File: config.mk
export PLATFORM = sky130hd
export DESIGN_NAME = gpio_port_flat
export DESIGN_NICKNAME = d
export VERILOG_FILES = /design/src/rtl/gpio_pkg.sv /design/src/rtl/gpio_if.sv /design/src/rtl/gpio_in_cond.sv /design/src/rtl/gpio_port.sv /design/src/flat_wrapper.sv
export SDC_FILE = /design/constraint.sdc
export NUM_CORES = 1
export LEC_CHECK = 0
export ABC_AREA = 0
export CORE_ASPECT_RATIO = 1.75
export CORE_MARGIN = 2
export CORE_UTILIZATION = 45
export DETAILED_ROUTE_END_ITERATION = 7
export PLACE_DENSITY = 0.75
export SETUP_SLACK_MARGIN = 0.2
export SYNTH_ARGS = -nofsm -noshare
export SYNTH_HDL_FRONTEND = slang
export SYNTH_SLANG_ARGS = --single-unit
File: constraint.sdc
create_clock -name clk -period 2.75 [get_ports clk]
set_input_delay 0.4125 -clock clk [delete_from_list [all_inputs] [get_ports clk]]
set_output_delay 0.4125 -clock clk [all_outputs]
set_load 0.05 [all_outputs]
File: src/rtl/gpio_pkg.sv
// Register map shared by the GPIO port, its bus interface and the testbench.
package gpio_pkg;

    localparam int ADDR_W = 3;

    typedef logic [ADDR_W-1:0] addr_t;

    localparam addr_t REG_DATA_OUT   = 3'd0;
    localparam addr_t REG_DATA_IN    = 3'd1;
    localparam addr_t REG_DIR        = 3'd2;
    localparam addr_t REG_IRQ_EN     = 3'd3;
    localparam addr_t REG_IRQ_STATUS = 3'd4;
    localparam addr_t REG_EDGE_SEL   = 3'd5;

endpackage

File: src/rtl/gpio_if.sv
// Register-bus interface between a bus master and gpio_port.
interface gpio_if;
    import gpio_pkg::*;

    addr_t       addr;
    logic        wr_en;
    logic        rd_en;
    logic [31:0] wdata;
    logic [31:0] rdata;
    logic        rvalid;

    // Strobes are sampled on every rising clk with no backpressure: a write
    // lands on that edge, and each rd_en yields exactly one rvalid pulse with
    // rdata on the next cycle. rdata is 0 whenever rvalid is 0.
    modport master (output addr, wr_en, rd_en, wdata, input rdata, rvalid);
    modport slave  (input addr, wr_en, rd_en, wdata, output rdata, rvalid);

endinterface

File: src/rtl/gpio_in_cond.sv
// One input pin: synchronizer, optional debounce (GPIO_DEBOUNCE_EN), edge detect.
module gpio_in_cond #(
    parameter int SYNC_STAGES = 2
`ifdef GPIO_DEBOUNCE_EN
    , parameter int DEBOUNCE_CYCLES = 4
`endif
) (
    input  logic clk,
    input  logic rst,
    input  logic pin,
    output logic level,
    output logic rise,
    output logic fall
);

    logic [SYNC_STAGES-1:0] sync_q;
    logic                   sync_lvl;
    logic                   prev_q;

    always_ff @(posedge clk or posedge rst) begin
        if (rst) begin
            sync_q <= '0;
        end else begin
            sync_q <= {sync_q[SYNC_STAGES-2:0], pin};
        end
    end

    assign sync_lvl = sync_q[SYNC_STAGES-1];

`ifdef GPIO_DEBOUNCE_EN
    localparam int CNT_W = $clog2(DEBOUNCE_CYCLES);
    localparam logic [CNT_W-1:0] CNT_LAST = CNT_W'(DEBOUNCE_CYCLES - 1);

    logic [CNT_W-1:0] cnt_q;
    logic             level_q;

    // Count consecutive cycles of disagreement; any agreement restarts the run.
    always_ff @(posedge clk or posedge rst) begin
        if (rst) begin
            cnt_q   <= '0;
            level_q <= 1'b0;
        end else if (sync_lvl == level_q) begin
            cnt_q <= '0;
        end else if (cnt_q == CNT_LAST) begin
            cnt_q   <= '0;
            level_q <= sync_lvl;
        end else begin
            cnt_q <= cnt_q + 1'b1;
        end
    end

    assign level = level_q;
`else
    assign level = sync_lvl;
`endif

    always_ff @(posedge clk or posedge rst) begin
        if (rst) begin
            prev_q <= 1'b0;
        end else begin
            prev_q <= level;
        end
    end

    assign rise = level & ~prev_q;
    assign fall = ~level & prev_q;

endmodule

File: src/rtl/gpio_port.sv
// GPIO port: register file, per-pin input conditioning and level interrupt.
// Build with GPIO_DEBOUNCE_EN defined to insert per-pin debounce counters.
module gpio_port
    import gpio_pkg::*;
#(
    parameter int WIDTH           = 8,
    parameter int SYNC_STAGES     = 2,
    parameter int DEBOUNCE_CYCLES = 4
) (
    input  logic             clk,
    input  logic             rst,
    gpio_if.slave            bus,
    input  logic [WIDTH-1:0] gpio_i,
    output logic [WIDTH-1:0] gpio_o,
    output logic [WIDTH-1:0] gpio_oe,
    output logic             irq
);

    logic [WIDTH-1:0] data_out_q, dir_q, irq_en_q, irq_status_q, edge_sel_q;
    logic [WIDTH-1:0] pin_level, pin_rise, pin_fall;
    logic [WIDTH-1:0] edge_evt, wmask, w1c;
    logic [31:0]      rd_mux, rdata_q;
    logic             rvalid_q, irq_q;

    if (WIDTH < 1 || WIDTH > 32 || SYNC_STAGES < 2 || SYNC_STAGES > 4 ||
        DEBOUNCE_CYCLES < 2 || DEBOUNCE_CYCLES > 255) begin : g_bad_param
        $error("gpio_port: parameter out of range");
    end

    if (WIDTH < 32) begin : g_unused
        logic unused_wdata;
        assign unused_wdata = ^bus.wdata[31:WIDTH];
    end

    for (genvar i = 0; i < WIDTH; i++) begin : g_pin
        gpio_in_cond #(
            .SYNC_STAGES(SYNC_STAGES)
`ifdef GPIO_DEBOUNCE_EN
            , .DEBOUNCE_CYCLES(DEBOUNCE_CYCLES)
`endif
        ) u_cond (
            .clk  (clk),
            .rst  (rst),
            .pin  (gpio_i[i]),
            .level(pin_level[i]),
            .rise (pin_rise[i]),
            .fall (pin_fall[i])
        );
    end

    assign wmask    = bus.wdata[WIDTH-1:0];
    assign w1c      = (bus.wr_en && bus.addr == REG_IRQ_STATUS) ? wmask : '0;
    // Events come from real level transitions only, so reprogramming DIR or
    // EDGE_SEL never fabricates one.
    assign edge_evt = ~dir_q & ((~edge_sel_q & pin_rise) | (edge_sel_q & pin_fall));

    always_comb begin
        rd_mux = '0;
        case (bus.addr)
            REG_DATA_OUT:   rd_mux[WIDTH-1:0] = data_out_q;
            REG_DATA_IN:    rd_mux[WIDTH-1:0] = pin_level;
            REG_DIR:        rd_mux[WIDTH-1:0] = dir_q;
            REG_IRQ_EN:     rd_mux[WIDTH-1:0] = irq_en_q;
            REG_IRQ_STATUS: rd_mux[WIDTH-1:0] = irq_status_q;
            REG_EDGE_SEL:   rd_mux[WIDTH-1:0] = edge_sel_q;
            default:        ;
        endcase
    end

    always_ff @(posedge clk or posedge rst) begin
        if (rst) begin
            data_out_q   <= '0;
            dir_q        <= '0;
            irq_en_q     <= '0;
            irq_status_q <= '0;
            edge_sel_q   <= '0;
            irq_q        <= 1'b0;
            rvalid_q     <= 1'b0;
            rdata_q      <= '0;
        end else begin
            if (bus.wr_en) begin
                case (bus.addr)
                    REG_DATA_OUT: data_out_q <= wmask;
                    REG_DIR:      dir_q      <= wmask;
                    REG_IRQ_EN:   irq_en_q   <= wmask;
                    REG_EDGE_SEL: edge_sel_q <= wmask;
                    default:      ;
                endcase
            end
            // A new event wins over a same-cycle clear.
            irq_status_q <= (irq_status_q & ~w1c) | edge_evt;
            irq_q        <= |(irq_status_q & irq_en_q);
            rvalid_q     <= bus.rd_en;
            rdata_q      <= bus.rd_en ? rd_mux : '0;
        end
    end

    assign gpio_o     = data_out_q;
    assign gpio_oe    = dir_q;
    assign irq        = irq_q;
    assign bus.rdata  = rdata_q;
    assign bus.rvalid = rvalid_q;

endmodule

File: src/flat_wrapper.sv
// flat-port wrapper written by rule: the top's interface ports become plain ports
module gpio_port_flat import gpio_pkg::*;
#(
    parameter int WIDTH           = 8,
    parameter int SYNC_STAGES     = 2,
    parameter int DEBOUNCE_CYCLES = 4
)
  (clk, rst, gpio_i, gpio_o, gpio_oe, irq, bus_addr, bus_wr_en, bus_rd_en, bus_wdata, bus_rdata, bus_rvalid);
  gpio_if bus_i ();
  input  logic clk;
  input  logic rst;
  input  logic [WIDTH-1:0] gpio_i;
  output logic [WIDTH-1:0] gpio_o;
  output logic [WIDTH-1:0] gpio_oe;
  output logic irq;
  input wire logic [$bits(bus_i.addr)-1:0] bus_addr;
  input wire logic [$bits(bus_i.wr_en)-1:0] bus_wr_en;
  input wire logic [$bits(bus_i.rd_en)-1:0] bus_rd_en;
  input wire logic [$bits(bus_i.wdata)-1:0] bus_wdata;
  output wire logic [$bits(bus_i.rdata)-1:0] bus_rdata;
  output wire logic [$bits(bus_i.rvalid)-1:0] bus_rvalid;
  assign bus_i.addr = bus_addr;
  assign bus_i.wr_en = bus_wr_en;
  assign bus_i.rd_en = bus_rd_en;
  assign bus_i.wdata = bus_wdata;
  assign bus_rdata = bus_i.rdata;
  assign bus_rvalid = bus_i.rvalid;
  gpio_port #(.WIDTH(WIDTH), .SYNC_STAGES(SYNC_STAGES), .DEBOUNCE_CYCLES(DEBOUNCE_CYCLES)) u_core (.clk(clk), .rst(rst), .bus(bus_i), .gpio_i(gpio_i), .gpio_o(gpio_o), .gpio_oe(gpio_oe), .irq(irq));
endmodule
==> results.md <==
- Area delta synth->final: 24.9%
- Final setup vio count: 0
- Setup bufs post-CTS: 0
- Clock power frac: 0.315
- Vias in the first global route: 2058
- Final Max Slew Viols: 0
- Crit start category: register
- RSZ-0062 raised after global routing: no
- Sw Ratio: 0.313
- Initial antenna violation count: 0
- CP top delay family: buffers and inverters
- Top FF cell, synth: dfrtp_1
- DIE HEIGHT: 116 microns
- Crit path kind: reg -> out
- Asr flop ratio synth: 1.00
- Area of the core: 6860 sq um
- Combinational fraction of design power: 0.251
- Critical path cell sequence: clkdlybuf4s50_1
- Vias per std cell: 5.29
- Max IR drop VDD: 526 uV
- Max stage delay on crit path: 0.82 ns
- Leak pwr: 1.74 nW
- Post-Route Setup TNS: 0 ns
- Drt first pass iters: 4
- Final Hold Viols: 0
- Post-DP HPWL: 4570 microns
- Gate Count Post-Synth: 235
- Period utilisation layout: 0.717
- RR Startpoint: u_core.edge_sel_q[3]$_DFFE_PP0P_
- CTS Buf Count: 9
- Fmax: 0.507 GHz
- Starting density of the core: 0.467
- Hold Buf Count CTS: 0
- First-pass GRT wire length: 10300 microns
- Part of the power in registers: 0.434
- Yosys warnings: 0
- Rows: 40
- # diodes: 0
- Global route total overflow: 0
- DIE WIDTH: 67.8 microns
- Clock skew: 0.00349 ns
- RR Endpoint: u_core.bus.rdata[3]$_DFF_PP0_
- Post-synth EDFFs: 0
- I/O Buffers: 48
- Largest net degree at the start of global routing: 38
- Synth unique cells: 26
- DRC: 0
- Critical Path Source: u_core.gpio_oe[7]$_DFFE_PP0P_
- CP bufs+invs: 1
- P_sw: 0.000999 W
- CTS tree: built
- Layout cell share with drive strength beyond 1: 0.193
- Crit path depth: 1
- CP max FO: 4
- Reg2reg setup slack: 1.77 ns
- Crit path capture type: output pin
- P per Cell Area: 799 nW/um^2
- Clock Path Buffers: 2
- Worst Path Arrival: 1.56 ns
- Initial DRC count: 142
- Pint: 0.00220 W
- Slew headroom: 0.656
- Critical-path top delay cell: clkdlybuf4s50_1
- Post_cts resized: 0
- Clock Latency Late Sink: 0.33 ns
- Total GRT Usage: 0.184
- R2R depth: 3
- Synth Area per Inst: 13.6 sq um
- Final ANT Viol Nets: 0
- Vias: 2036
- Register area share after synthesis: 0.579
- CP Capture Point: gpio_oe[7]
- Full die area: 7830 sq um
- Worst slew pin tran: 0.515 ns
- WP data required: 2.34 ns
- I/O pin count: 97
- Final nets: 345
- Worst slack, placed: 0.438 ns
- Wire length per cell: 16.4 microns
- Minimum clock period: 1.97 ns
- CTS H-Tree Depth: 3
- Filler Cells Inserted: 580
- HP Class: reg -> reg
- Placer's final routability congestion estimate: 0.824
- Clock Sinks: 74
- Max_cap viols: 0
- CTS clk-pin slew, worst paths: 0.05 ns
- Post-Syn Area: 3200 sq um
- Worst Setup Slack, final: 0.779 ns
- Total wire length: 6310 microns
- Root buffer cell: clkbuf_16
- Yosys reg bits: 74
- Outcome: finished clean
[power by group through the flow]
stage | Clock (W) | Sequential, W | Combinational [W]
CTS | 0.00103 | 0.00139 | 0.000808
global route | 0.00108 | 0.00141 | 0.000851
finish | 0.00101 | 0.00139 | 0.000801
floorplan | 0 | 0.00161 | 0.000353
detailed placement | 0 | 0.00140 | 0.000805
global placement | 0 | 0.00140 | 0.000790
[synthesized netlist by cell type, drive strengths merged, types with 3 or more instances]
library cell / count / area [sq um]
a21oi: 8 / 40.0
dfrtp: 74 / 1850
buf: 30 / 229
mux2: 32 / 360
nor2b: 7 / 43.8
mux2i: 24 / 240
nand3b: 3 / 22.5
nand2: 9 / 33.8
nor3b: 7 / 52.6
o22a: 6 / 52.6
o2bb2ai: 8 / 70.1
a22oi: 4 / 30.0
o21ai: 8 / 40.0
[cell type report]
type                    instances  area, sq um  area share
repair buffers                 60          583       0.146
well taps                      84          105      0.0263
inverters                       1         3.75    0.000939
flip-flops and latches         74         1850       0.463
multi-input cells             152         1200       0.300
clock buffers                  14          254      0.0636
[kinds of logic (layout without fill, tap and decap cells)]
family | count (synthesis) | count (layout) | synth area share
mux | 56 | 56 | 0.188
other cells | 1 | 24 | 0.00117
flops | 74 | 74 | 0.579
compound gates | 36 | 36 | 0.0790
buf+inv | 32 | 75 | 0.0739
simple gates | 36 | 36 | 0.0798
[routing by layer]
layer,up-vias,GRT usage,routed length (microns)
li1,938,-,-
met5,-,0,0
met1,1030,0.210,2440
met2,59,0.309,3410
met3,9,0.0476,317
met4,0,0.0980,144
[worst min-delay path by stage]
stage / slack (ns) / endpoint / startpoint / depth (start not counted)
3_3_place_gp: 0.33 / u_core.g_pin[4].u_cond.sync_q[1]$_DFF_PP0_ / u_core.g_pin[4].u_cond.sync_q[0]$_DFF_PP0_ / 0
6_report: 0.35 / u_core.g_pin[2].u_cond.sync_q[1]$_DFF_PP0_ / u_core.g_pin[2].u_cond.sync_q[0]$_DFF_PP0_ / 0
2_1_floorplan: 0.33 / u_core.g_pin[0].u_cond.sync_q[1]$_DFF_PP0_ / u_core.g_pin[0].u_cond.sync_q[0]$_DFF_PP0_ / 0
5_1_grt: 0.36 / u_core.g_pin[2].u_cond.sync_q[1]$_DFF_PP0_ / u_core.g_pin[2].u_cond.sync_q[0]$_DFF_PP0_ / 0
3_5_place_dp: 0.34 / u_core.g_pin[3].u_cond.sync_q[1]$_DFF_PP0_ / u_core.g_pin[3].u_cond.sync_q[0]$_DFF_PP0_ / 0
4_1_cts: 0.35 / u_core.g_pin[3].u_cond.sync_q[1]$_DFF_PP0_ / u_core.g_pin[3].u_cond.sync_q[0]$_DFF_PP0_ / 0
[sequential cells by signal (all words and copies together) (netlist names)]
name and cells:
u_core.g_pin.u_cond.prev_q 8, u_core.gpio_oe 8, u_core.irq_en_q 8, u_core.bus.rvalid 1, u_core.irq 1, u_core.bus.rdata 8, u_core.edge_sel_q 8, u_core.gpio_o 8
u_core.g_pin.u_cond.sync_q 16, u_core.irq_status_q 8
[layout by cell type, fill, tap and decap left out]
master           netlist  layout
mux2_2                32      32
nor3b_1                7       7
a21oi_1                8       8
nor4bb_1               2       2
buf_4                 24      11
dfrtp_1               74      74
conb_1                 1      24
inv_2                  0       1
nand3b_1               3       3
buf_12                 0       1
clkbuf_8               0       1
mux2i_1               24      24
o2bb2ai_1              8       8
nor2b_1                7       7
nor4b_4                1       1
nand4b_2               2       2
and3b_1                1       1
nand2_1                9       9
a22oi_1                4       4
clkbuf_1               1       4
o21ai_0                8       8
nand2b_1               1       1
clkbuf_16              0       9
nand4_1                1       1
nor2_1                 2       2
o22a_1                 6       6
o32a_1                 2       2
clkdlybuf4s50_1        0      48
[metrics by stage]
step | area (sq um) | power (W) | utilization | hold WS (ns) | instances
3_3_place_gp | 3740 | 0.00219 | 0.546 | 0.333 | 371
2_1_floorplan | 3290 | 0.00196 | - | 0.331 | 258
6_report | 4000 | 0.00319 | 0.583 | 0.349 | 385
5_1_grt | 4000 | 0.00334 | 0.583 | 0.364 | 385
3_5_place_dp | 3740 | 0.00221 | 0.546 | 0.339 | 371
4_1_cts | 4000 | 0.00323 | 0.583 | 0.350 | 385
Power figures use the tool's default switching activity.
==> variant 1 (config.mk and constraints unchanged) <==
Take the reset off `rdata_q` and load it in a clocked block of its own.
--- a/src/rtl/gpio_port.sv
+++ b/src/rtl/gpio_port.sv
@@ -77,5 +77,4 @@
             irq_q        <= 1'b0;
             rvalid_q     <= 1'b0;
-            rdata_q      <= '0;
         end else begin
             if (bus.wr_en) begin
@@ -92,6 +91,9 @@
             irq_q        <= |(irq_status_q & irq_en_q);
             rvalid_q     <= bus.rd_en;
-            rdata_q      <= bus.rd_en ? rd_mux : '0;
         end
+    end
+
+    always_ff @(posedge clk) begin
+        rdata_q <= bus.rd_en ? rd_mux : '0;
     end
 
Behaviour: differs if rst is asserted again (counterexample within 4 cycles, from zero or initial values and one cycle with rst high); with rst held inactive, the same outputs for 4 cycles.
==> variant 1 against the original RTL <==
  * Final area up 0.60%
  * Wire length up 2.1%
  * Final cell count up 3.6%
  * Setup slack worse by 0.016 ns
  * Critical path depth stayed put
  * Area after synthesis fell by 1.1%
  * Power increased by 7.5%
  * Largest power group unchanged
  * Sequential cell count stayed put
==> variant 1: results (changes against the original RTL) <==
stage,metric,value,unit,change
grt,gr ovfl total,0,,unchanged
final_layout,Nets,357,,+3.5%
drt,vias per cell,5.118,,-3.2%
min_path,WHS Path Cells,0,,unchanged
clock_network,TritonCTS Buffers,9,,unchanged
clock_network,Post-CTS Repair Setup Buffers,0,,unchanged
sta,Worst Skew,0.003500,ns,+0.00001279 ns
logic_synthesis,Synth cell types,32,,+23%
grt,first-pass GRT wire length,10.25,mm,-0.20%
logic_synthesis,Compound-Gate Fraction of Synth Area,8.620,%,+0.72 points
power,VDD IR max,0.0004318,V,-18%
grt,gr usage total,18.58,%,+0.15 points
placement,pre-CTS setup slack,0.4294,ns,-0.008838 ns
logic_synthesis,synth cell count leaders,"dfrtp_1, mux2_2, buf_4, nand2_1, a21oi_1",,
logic_synthesis,synth top area cells,"dfrtp_1, mux2_2, buf_4, dfxtp_1, mux2i_1",,
status,run status,finished clean,,
power,Combinational Power Share,23.2,%,-1.9 points
grt,largest net degree at the start of global routing,24,,-37%
final_layout,layout filler cell count,562,,-3.1%
final_layout,max reg flops,16,,unchanged
worst_setup_path,r2r startpoint,u_core.gpio_oe[6]$_DFFE_PP0P_,,
sta,actual slew at the worst max-slew pin,0.4944,ns,-0.02012 ns
drt,DRT iter0 DRCs,139,,-2.1%
power,switching power,1.049,mW,+5.0%
logic_synthesis,ys async rst share,89.19,%,-11 points
logic_synthesis,fraction of the yosys area taken by sequential cells,57.26,%,-0.60 points
logic_synthesis,proportion of synthesized area in mux cells,17.40,%,-1.4 points
placement,placed cells,383,,+3.2%
final_layout,share of cells above drive strength 1,22.22,%,+3.0 points
placement,Placer Congestion,0.8157,,-1.1%
power,leakage power,1.714,nW,-1.8%
grt,vias in the first global route,2006,,-2.5%
worst_setup_path,worst setup path start,u_core.gpio_oe[2]$_DFFE_PP0P_,,
logic_synthesis,Post-Syn Instances,248,,+5.5%
drt,drt total wl,6.437,mm,+2.1%
placement,Final HPWL DP,4.554,mm,-0.42%
power,sequential power,1.38,mW,
final_layout,"non-filler cells, final",399,,+3.6%
==> variant 1: routing by layer <==
layer | routed length [um] | vias up | track usage [%]
met1 | 2638 | 1007 | 22.56
met4 | 168 | 0 | 12.52
li1 | - | 959 | -
met5 | 0 | - | 0
met3 | 312 | 14 | 2.544
met2 | 3318 | 62 | 30.10
==> variant 1: path summary, 6_finish.rpt <==
kind                                                               to  slack, ns
max reg2reg                            u_core.bus.rdata[6]$_SDFF_PN0_       1.53
min reg2reg                u_core.g_pin[2].u_cond.sync_q[1]$_DFF_PP0_       0.35
min                        u_core.g_pin[2].u_cond.sync_q[1]$_DFF_PP0_       0.35
max in group asynchronous            u_core.edge_sel_q[4]$_DFFE_PP0P_       1.68
min in group asynchronous  u_core.g_pin[2].u_cond.sync_q[0]$_DFF_PP0_       0.41
max                                                        gpio_oe[2]       0.76
==> variant 1: through the flow <==
stage | hold WS [ns] | total power [mW] | instance area, um^2 | utilization [%]
after CTS | 0.3465 | 3.453 | 4020 | 58.63
after detailed placement | 0.3347 | 2.201 | 3700 | 53.96
after floorplan | 0.3312 | 1.961 | 3251 | -
final | 0.3464 | 3.433 | 4020 | 58.63
after global routing | 0.3533 | 3.558 | 4020 | 58.63
after global placement | 0.3339 | 2.181 | 3700 | 53.96
==> variant 1: cells by family (layout without fill, tap and decap cells) <==
group                  after synthesis  count (layout)
other                                1              24
flip-flops                          74              74
multiplexers                        47              47
AO/OA/AOI/OAI                       41              41
buffers and inverters               36              80
AND/OR/NAND/NOR                     49              49
==> variant 1: cell type report <==
class | instances | area share, %
tap | 84 | 2.614
timing repair buffer | 62 | 14.57
clock inverter | 5 | 1.930
inverter | 2 | 0.1867
multi-input combinational | 161 | 29.60
clock buffer | 11 | 6.038
sequential | 74 | 45.07
==> variant 2 (config.mk and constraints unchanged) <==
Made on the original files. Change the package constant `ADDR_W` from 3 to 5.
--- a/src/rtl/gpio_pkg.sv
+++ b/src/rtl/gpio_pkg.sv
@@ -2,5 +2,5 @@
 package gpio_pkg;
 
-    localparam int ADDR_W = 3;
+    localparam int ADDR_W = 5;
 
     typedef logic [ADDR_W-1:0] addr_t;
Interface: changed (resized bus_addr); port bits go from 97 to 99. The function was not compared with the original's and may differ.
==> variant 2 against the original RTL <==
  * Wire length increased by 4.9%
  * Sequential cell count unchanged
  * Global-route usage increased by 0.76 points
  * Final cell count increased by 0.52%
  * Final area increased by 0.34%
  * Combinational power decreased by 16%
  * Setup slack got worse by 0.012 ns
  * Power decreased by 5.4%
  * Area after synthesis increased by 0.31%
  * Critical path type unchanged
==> variant 2: results (changes against the original RTL) <==
stage,metric,value,unit,change
grt,M1 GR Usage,20.48,%,-0.54 points
logic_synthesis,synth cell count leaders,"dfrtp_1, mux2_2, buf_4, a21oi_1, nand2_1",,
grt,first-pass GRT wire length,10.56,mm,+2.8%
clock_network,clk_lat worst skew,0.33,ns,about the same
final_layout,"non-filler cells, final",387,,+0.52%
placement,placed cells,374,,+0.81%
logic_synthesis,fraction of the yosys area taken by sequential cells,57.68,%,-0.18 points
logic_synthesis,synth top area cells,"dfrtp_1, mux2_2, buf_4, mux4_2, mux2i_1",,
worst_setup_path,r2r endpoint,u_core.bus.rdata[4]$_DFF_PP0_,,
worst_setup_path,crit-path max cell delay,0.83,ns,
placement,IO buf count,50,,+4.2%
placement,Final HPWL DP,4.528,mm,-0.99%
final_layout,share of cells above drive strength 1,21.12,%,+1.9 points
clock_network,clock-pin slew on the worst setup and hold paths,0.05,ns,about the same
min_path,HP Start,u_core.g_pin[0].u_cond.sync_q[0]$_DFF_PP0_,,
grt,largest net degree at the start of global routing,75,,+97%
drt,DRT iter0 DRCs,145,,+2.1%
drt,via count,2056,,+0.98%
logic_synthesis,Syn Area/Cell,13.32,um^2,-2.2%
min_path,Hold Path End,u_core.g_pin[0].u_cond.sync_q[1]$_DFF_PP0_,,
logic_synthesis,Synth cell types,31,,+19%
sta,Worst Skew,0.003892,ns,+0.0004049 ns
worst_setup_path,r2r startpoint,u_core.g_pin[4].u_cond.sync_q[1]$_DFF_PP0_,,
placement,Placer Congestion,0.8072,,-2.1%
grt,routing usage on met3,5.243,%,+0.49 points
power,VDD IR max,0.0004224,V,-20%
grt,gr usage total,19.19,%,+0.76 points
power,leakage power,1.760,nW,+0.86%
worst_setup_path,worst setup path start,u_core.gpio_oe[0]$_DFFE_PP0P_,,
sta,actual slew at the worst max-slew pin,0.5090,ns,-0.005523 ns
status,run status,finished clean,,
clock_network,TritonCTS Buffers,9,,unchanged
worst_setup_path,"Largest delay share family, worst path",buffers and inverters,,
final_layout,layout filler cell count,586,,+1.0%
worst_setup_path,FF-to-FF setup slack,1.57,ns,-0.20 ns
grt,met2 Resource Use GR,33.33,%,+2.4 points
[variant 2: where the power goes]
group	switching [mW]	internal [mW]
Combinational	0.405	0.266
Sequential	0.108	1.21
Clock	0.384	0.644
Total	0.897	2.12
[variant 2: area by class of cell]
type                       instances  share of cell area [%]
timing repair buffer              57                   14.10
sequential                        74                   46.18
tap                               84                   2.621
multi-input combinational        152                   29.95
inverter                           7                  0.6552
clock buffer                      13                   6.490
[variant 2: kinds of logic (layout without fill, tap and decap cells)]
kind of cell,after synthesis,in the layout,synth area share (%)
mux,49,49,18.63
compound gates,35,35,7.249
flops,74,74,57.68
simple gates,44,44,8.730
other cells,1,24,0.1168
buf+inv,38,77,7.600
[variant 2: per-stage QoR]
stage / hold WS, ns / worst slack (ns) / util (%) / power [mW] / cell area (um^2)
final: 0.3446 / 0.7675 / 58.06 / 3.021 / 4010
after floorplan: 0.3312 / 0.4559 / - / 1.805 / 3297
after detailed placement: 0.3347 / 0.4599 / 54.29 / 2.007 / 3750
after CTS: 0.3465 / 0.7680 / 58.06 / 3.052 / 4010
after global routing: 0.3602 / 0.6903 / 58.06 / 3.144 / 4010
after global placement: 0.3335 / 0.4688 / 54.29 / 1.989 / 3750
[variant 2: how the worst max path moves through the flow]
stage,slack [ns],cells after the start,endpoint
4_1_cts,0.77,1,gpio_oe[3]
2_1_floorplan,0.46,1,u_core.bus.rdata[0]$_DFF_PP0_
5_1_grt,0.69,4,u_core.edge_sel_q[3]$_DFFE_PP0P_
3_3_place_gp,0.47,4,u_core.edge_sel_q[4]$_DFFE_PP0P_
6_report,0.77,1,gpio_oe[0]
3_5_place_dp,0.46,4,u_core.edge_sel_q[2]$_DFFE_PP0P_
[variant 2: layer usage]
metal  share of wire, %  wire length, um
met1                 36             2364
met2                 57             3745
met3                4.9              327
met4                2.6              175
met5                  0                0
